[config.mk]
export PLATFORM = sky130hd
export DESIGN_NAME = phase_shift_ctrl
export DESIGN_NICKNAME = d
export VERILOG_FILES = /design/src/rtl/phase_shift_ctrl.sv
export SDC_FILE = /design/constraint.sdc
export NUM_CORES = 1
export LEC_CHECK = 0
export BUFFER_PORTS_ARGS = -buffer_cell sky130_fd_sc_hd__buf_2
export CORE_AREA = 3 3 78 80
export CTS_BUF_LIST = sky130_fd_sc_hd__clkbuf_4 sky130_fd_sc_hd__clkbuf_8 sky130_fd_sc_hd__clkbuf_16
export DETAILED_ROUTE_END_ITERATION = 10
export DIE_AREA = 0 0 81 83
export PLACE_DENSITY_LB_ADDON = 0.08
export SETUP_SLACK_MARGIN = 0.2
export SLEW_MARGIN = 5
export SYNTH_ARGS = -nofsm -noshare
export SYNTH_HDL_FRONTEND = slang
export SYNTH_SLANG_ARGS = --single-unit
[constraint.sdc]
create_clock -name clk -period 3.7 [get_ports clk]
set_input_delay 0.74 -clock clk [delete_from_list [all_inputs] [get_ports clk]]
set_output_delay 0.74 -clock clk [all_outputs]
set_load 0.1 [all_outputs]
[src/rtl/phase_shift_ctrl.sv]
// Phase-shift sequencer for the DCM variable-phase port: walks the applied
// phase one PSEN step at a time toward a clamped signed target.
module phase_shift_ctrl #(
    parameter int PHASE_WIDTH = 9,
    parameter int PHASE_MAX   = 255,
    parameter int PS_TIMEOUT  = 1023
) (
    input  logic                   clk,
    input  logic                   reset,
    input  logic [PHASE_WIDTH-1:0] target_i,
    input  logic                   load_i,
    input  logic                   dcm_locked_i,
    input  logic                   dcm_rst_i,
    input  logic                   psdone_i,
    output logic                   psen_o,
    output logic                   psincdec_o,
    output logic [PHASE_WIDTH-1:0] current_o,
    output logic                   busy_o,
    output logic                   done_o,
    output logic                   error_o,
    output logic [2:0]             state_o
);

    localparam int CNT_W = $clog2(PS_TIMEOUT + 1);
    localparam logic signed [PHASE_WIDTH-1:0] POS_LIM  = PHASE_WIDTH'(PHASE_MAX);
    localparam logic signed [PHASE_WIDTH-1:0] NEG_LIM  = PHASE_WIDTH'(-PHASE_MAX);
    localparam logic signed [PHASE_WIDTH-1:0] ONE      = PHASE_WIDTH'(1);
    localparam logic [CNT_W-1:0]              CNT_LAST = CNT_W'(PS_TIMEOUT - 1);
    localparam logic [CNT_W-1:0]              CNT_ONE  = CNT_W'(1);

    typedef enum logic [2:0] {
        S_IDLE  = 3'd0,
        S_CHECK = 3'd1,
        S_STEP  = 3'd2,
        S_WAIT  = 3'd3,
        S_ERR   = 3'd4
    } state_t;

    state_t                         state_q, state_d;
    logic signed [PHASE_WIDTH-1:0]  target_q, target_d;
    logic signed [PHASE_WIDTH-1:0]  current_q, current_d;
    logic [CNT_W-1:0]               cnt_q, cnt_d;
    logic                           psen_q, psen_d;
    logic                           psincdec_q, psincdec_d;
    logic                           busy_q, busy_d;
    logic                           done_q, done_d;
    logic                           error_q, error_d;

    logic signed [PHASE_WIDTH-1:0]  target_s;
    logic signed [PHASE_WIDTH-1:0]  target_clamped;
    logic                           at_target;
    logic                           step_up;
    logic                           timed_out;

    assign target_s  = $signed(target_i);
    assign at_target = (target_q == current_q);
    assign step_up   = (target_q > current_q);
    assign timed_out = (cnt_q == CNT_LAST) && !psdone_i;

    always_comb begin
        target_clamped = target_s;
        if (target_s > POS_LIM) begin
            target_clamped = POS_LIM;
        end else if (target_s < NEG_LIM) begin
            target_clamped = NEG_LIM;
        end
    end

    // State register and all datapath/output registers.
    always_ff @(posedge clk) begin
        if (reset) begin
            state_q    <= S_IDLE;
            target_q   <= '0;
            current_q  <= '0;
            cnt_q      <= '0;
            psen_q     <= 1'b0;
            psincdec_q <= 1'b0;
            busy_q     <= 1'b0;
            done_q     <= 1'b0;
            error_q    <= 1'b0;
        end else begin
            state_q    <= state_d;
            target_q   <= target_d;
            current_q  <= current_d;
            cnt_q      <= cnt_d;
            psen_q     <= psen_d;
            psincdec_q <= psincdec_d;
            busy_q     <= busy_d;
            done_q     <= done_d;
            error_q    <= error_d;
        end
    end

    // A load landing in CHECK re-evaluates against the new target next cycle
    // instead of declaring done against the stale one.
    always_comb begin
        state_d = state_q;
        if (dcm_rst_i) begin
            state_d = S_IDLE;
        end else begin
            case (state_q)
                S_IDLE, S_ERR: begin
                    if (load_i) state_d = S_CHECK;
                end
                S_CHECK: begin
                    if (load_i)            state_d = S_CHECK;
                    else if (at_target)    state_d = S_IDLE;
                    else if (dcm_locked_i) state_d = S_STEP;
                end
                S_STEP: begin
                    state_d = S_WAIT;
                end
                S_WAIT: begin
                    if (psdone_i)       state_d = S_CHECK;
                    else if (timed_out) state_d = S_ERR;
                end
                default: begin
                    state_d = S_IDLE;
                end
            endcase
        end
    end

    always_comb begin
        target_d   = target_q;
        current_d  = current_q;
        cnt_d      = cnt_q;
        psincdec_d = psincdec_q;
        done_d     = done_q;
        error_d    = error_q;
        psen_d     = (state_d == S_STEP);
        busy_d     = (state_d == S_CHECK) || (state_d == S_STEP) || (state_d == S_WAIT);

        if (dcm_rst_i) begin
            // DCM reset returns the physical shift to zero; target and error survive.
            current_d = '0;
            cnt_d     = '0;
            done_d    = 1'b0;
        end else begin
            if (load_i) begin
                target_d = target_clamped;
                done_d   = 1'b0;
                error_d  = 1'b0;
            end
            case (state_q)
                S_CHECK: begin
                    if (state_d == S_IDLE) done_d = 1'b1;
                    if (state_d == S_STEP) psincdec_d = step_up;
                end
                S_STEP: begin
                    cnt_d = '0;
                end
                S_WAIT: begin
                    cnt_d = cnt_q + CNT_ONE;
                    if (psdone_i) begin
                        current_d = psincdec_q ? (current_q + ONE) : (current_q - ONE);
                    end else if (timed_out) begin
                        error_d = 1'b1;
                    end
                end
                default: begin
                end
            endcase
        end
    end

    assign psen_o     = psen_q;
    assign psincdec_o = psincdec_q;
    assign current_o  = current_q;
    assign busy_o     = busy_q;
    assign done_o     = done_q;
    assign error_o    = error_q;
    assign state_o    = state_q;

    a_psen_single: assert property (@(posedge clk) disable iff (reset) psen_q |=> !psen_q);
    a_psen_busy:   assert property (@(posedge clk) disable iff (reset) psen_q |-> busy_q);
    a_phase_range: assert property (@(posedge clk) disable iff (reset)
                                    (current_q <= POS_LIM) && (current_q >= NEG_LIM));

endmodule

-- Word-level counts from Yosys, hierarchy flattened
Cells that the tools add are included.
- add/subtract/negate cells: 3
- multipliers: 0
- div/mod/pow operators: 0
- order comparisons: 3
- eq/ne operators: 9
- shift operators: 0
- muxes and demuxes: 19
- bitwise gates (word level): 1
- reduce and logical (&&, ||, !) cells: 12
- operator list (operator ; number):
    9-bit two-way mux ; 3
    3-bit two-way mux ; 7
    10-bit one-hot mux with 2 select lines ; 1
    3-bit by 2-bit == test with 1-bit output, second input constant ; 4
    3-bit one-hot mux with 4 select lines ; 1
    10-bit by 1-bit adder with 10-bit output, second input constant ; 1
    10-bit == test, second input constant ; 1
    9-bit by 2-bit adder with 9-bit output, second input constant ; 1
    9-bit == test ; 1
    9-bit > comparator ; 1
    9-bit > comparator, second input constant ; 1
    9-bit < comparator, second input constant ; 1
    9-bit by 2-bit subtractor with 9-bit output, second input constant ; 1
    1-bit two-way mux ; 7
    3-bit by 1-bit == test with 1-bit output, second input constant ; 2
    3-bit zero test ; 2
    2-bit AND reduction ; 2
    2-bit OR reduction ; 2
    3-bit == test, second input constant ; 1
    3-bit AND reduction ; 1
    1-bit logical OR ; 2
    2-bit nonzero test ; 1
    1-bit logical AND ; 1
    1-bit zero test ; 1
    1-bit NOT ; 1
- bits in registers: 36
- bits in latches: 0
- RAM bits: 0
- ROM bits: 0
- word-level logic and storage cells: 56
- memories kept: 0

-- Depth between registers and ports, before layout
- depth in word-level cells: 9
- depth in mapped cells: 7
- mapped depth without buffers: 7

-- Least setup slack after synthesis
Ideal clock, no wire load.
- kind: flip-flop to flip-flop
- from: register psincdec_q (netlist: psincdec_o)
- to: register current_q[8] (netlist: current_o[8])
- data arrival time: 2.759 ns
- data required time: 3.574 ns
- path slack: 0.815 ns
- stages on the path, launching flop included: 8
- path through: dfxtp_1 > inv_1 > fa_1 > a211oi_1 > o21ai_0 > or3_1 > o211ai_1 > nand3_1
- word-level cells in the longest chain between the ends: 1
- RTL lines (item ; RTL line ; RTL):
    from (decl) ; 44 ; logic psincdec_q, psincdec_d;
    from (signal assigned) ; 87 ; psincdec_q <= psincdec_d;
    9-bit two-way mux ; 156 ; current_d = psincdec_q ? (current_q + ONE) : (current_q - ONE);
    to (signal assigned) ; 84 ; current_q <= current_d;
    to (decl) ; 41 ; logic signed [PHASE_WIDTH-1:0] current_q, current_d;
Every way passes these cells.
A chain may end at the register's enable or synchronous reset.

-- Worst setup path after layout
Ends and elaborated chain as after synthesis.

==> out/qor.yml <==
core_area_sq_um: 5470
path_clk_slew_ps: 70
synth_cells: 267
critPathKind: "flip-flop to flip-flop"
clock_skew_ps: 2.79
n_fill_cell: 590
r2r-start: "psincdec_o"
rr_worst_depth: 7
start_kind: "flip-flop"
drive_gt1_frac: 0.155
worstPathCellList: "inv_1, fa_1, a211oi_1, o21ai_0, or3_1, o211ai_1, nand3_1"
port_buffers: 31
cp_slowest_cell: "fa_1"
area_growth_pct: 13.7
clockRootBuffer: "clkbuf_8"
die_height_um: 83
cp-end-kind: "flip-flop"
synth_flop_cell: "dfxtp_1"
final_antenna_net_count: 0
worstReg2RegEnd: "current_o[8]"
synthArstFlopShare: 0
wirelength_mm: 5.08
min_path_type: "flip-flop to flip-flop"
die_w_um: 81
cts.sinks: 36
hold_viol: 0
gr-total-overflow: 0
die-area_sq_um: 6720
start_util: 0.393
antenna_found_initial: 0
cts_tree: "built"
reg2reg_setup_slack_ps: 1440
gp_congestion: 0.782
antennaDiodeCount: 0
final_max_slew_viol_count: 0
clockBufferDepth: 2
period_minus_slack_ps: 2260
io_pins: 32
setup_tns_ps: 0
htree_levels: 2
cts_resized: 0
crit_required_ps: 3870
synth_cell_types: 51
cts_setup_buffers: 0
grt_pass1_wl_mm: 8.87
maxCapViolations: 0
status: "finished, final reports clean"
max_freq_ghz: 0.442
ir_drop_mv: 0.164
worstMarginPinSlew_ps: 594
dp_hpwl_mm: 3.76
clock_latency_ps: 280
fp-row-count: 27
critical-path-top-delay-family: "adder cells"
fin_crit_sh: 0.611
cts_buffers: 5
whs_path_depth: 2
yosys_register_bits: 36
rsz0062_at_grt: "no"
syn_area_per_cell_sq_um: 8.06
timing.critical_path.arrival_ps: 2430
track_usage: 0.163
route.detailed.drc: 0
hold_buffers: 0
min_from: "target_q[5]"
multiInputGateArea_sq_um: 1320
viasPerCell: 5.29
syn_area_sq_um: 2150
p_per_area_nw_per_um2: 305
seqCellArea_sq_um: 721
fin_nets: 332
first_global_vias: 1882
path_max_fanout: 10
first_pass_iters: 4
synth_edf_count: 0
post_drt_wl_per_cell_um: 13.8
vias: 1953
grt_max_degree: 24
stdcell_count: 369
whs_endpoint: "target_q[5]"
syn-num-nets: 302
power.leakage_nw: 0.953
seq_area_frac_synth: 0.335
crit_buf_inv: 1
placed_cells: 362
slowest_delay_ps: 540
yosysWarnings: 0
dr.first_iter.drc_count: 79
relSlewSlack: 0.603
setup-violations-final: 0
==> through the flow <==
stage / worst slack (ps) / instance area [sq um] / utilization / power [mW] / hold slack (ps)
after floorplan: 815 / 2150 / - / 0.457 / 436
after global placement: 1420 / 2370 / 0.432 / 0.481 / 447
after detailed placement: 1370 / 2370 / 0.432 / 0.480 / 455
after CTS: 1410 / 2450 / 0.447 / 0.761 / 464
after global routing: 1220 / 2450 / 0.447 / 0.785 / 472
final: 1440 / 2450 / 0.447 / 0.748 / 461
==> state kept, by name (all words and copies together) (netlist names) <==
register and cells:
error_o 1, cnt_q 10, busy_o 1, target_q 9, psincdec_o 1, psen_o 1
done_o 1, state_o 3, current_o 9
==> Yosys cell counts (4+ instances only) <==
master | n | share of area
a211oi_1 | 5 | 0.017
xor2_1 | 5 | 0.020
o211ai_1 | 4 | 0.014
nand4_1 | 4 | 0.012
nand3_1 | 9 | 0.021
a21oi_1 | 26 | 0.060
nand3b_1 | 9 | 0.031
nor4_1 | 4 | 0.012
dfxtp_1 | 36 | 0.33
clkbuf_1 | 6 | 0.010
o21ai_0 | 11 | 0.026
inv_1 | 19 | 0.033
ha_1 | 19 | 0.11
a21o_1 | 4 | 0.014
nor2_1 | 22 | 0.038
nand2_1 | 28 | 0.049
nor3_1 | 9 | 0.021
==> kinds of logic after synthesis <==
logic type	synth area share
xor+xnor	0.0203
buf+inv	0.0517
flops	0.335
fa+ha+maj	0.120
simple gates	0.271
compound gates	0.203
==> power by group <==
part | internal [mW] | switching, mW | total, mW
logic | 0.0264 | 0.0487 | 0.0751
registers | 0.393 | 0.00291 | 0.396
clock network | 0.136 | 0.141 | 0.277
total | 0.555 | 0.193 | 0.748
==> area by class of cell <==
class                   instances  share of cell area
well taps                      72              0.0368
inverters                      19              0.0291
clock inverters                 1             0.00204
repair buffers                 32              0.0665
multi-input cells             203               0.540
flip-flops and latches         36               0.294
clock buffers                   6              0.0312
==> placed cells by master, fill, tap and decap left out, drive strengths merged, types with 2 or more instances in the layout <==
master   n
inv     19
o21ai   12
a21oi   27
nor2    22
a31oi    3
o22ai    2
nor2b    2
nand4    4
nor3    10
or3      2
nor4b    3
clkbuf   6
a211oi   5
ha      19
nand3b   9
dfxtp   36
xor2     5
nor4     4
o211ai   4
or4      4
nand2b   2
o31ai    3
nor3b    3
a21o     4
nand2   29
buf     32
nand3    9
==> how the worst max path moves through the flow <==
stage,from,to,slack (ps),cells after the start
2_1_floorplan,psincdec_o,current_o[8],820,7
3_3_place_gp,target_i[3],target_q[3],1420,6
3_5_place_dp,psdone_i,current_o[8],1370,6
4_1_cts,psincdec_o,current_o[8],1410,7
5_1_grt,psincdec_o,current_o[8],1220,7
6_report,psincdec_o,current_o[8],1440,7
==> layer usage <==
metal  vias to the layer above  routed length (um)  global-route usage
met1                       880                2610               0.230
met3                         4                 203              0.0358
met2                        36                2230               0.246
li1                       1033                   -                   -
met5                         -                   0                   0
met4                         0                  34              0.0461
==> worst reg2reg max path: cells and delay by family (launching register included) <==
family,cells,cell delay [ps]
adders and majority gates,1,540
DFF,1,410
buffers and inverters,1,230
AOI/OAI and AO/OA,3,540
and+or+nand+nor,2,430
Power figures use the tool's default switching activity.
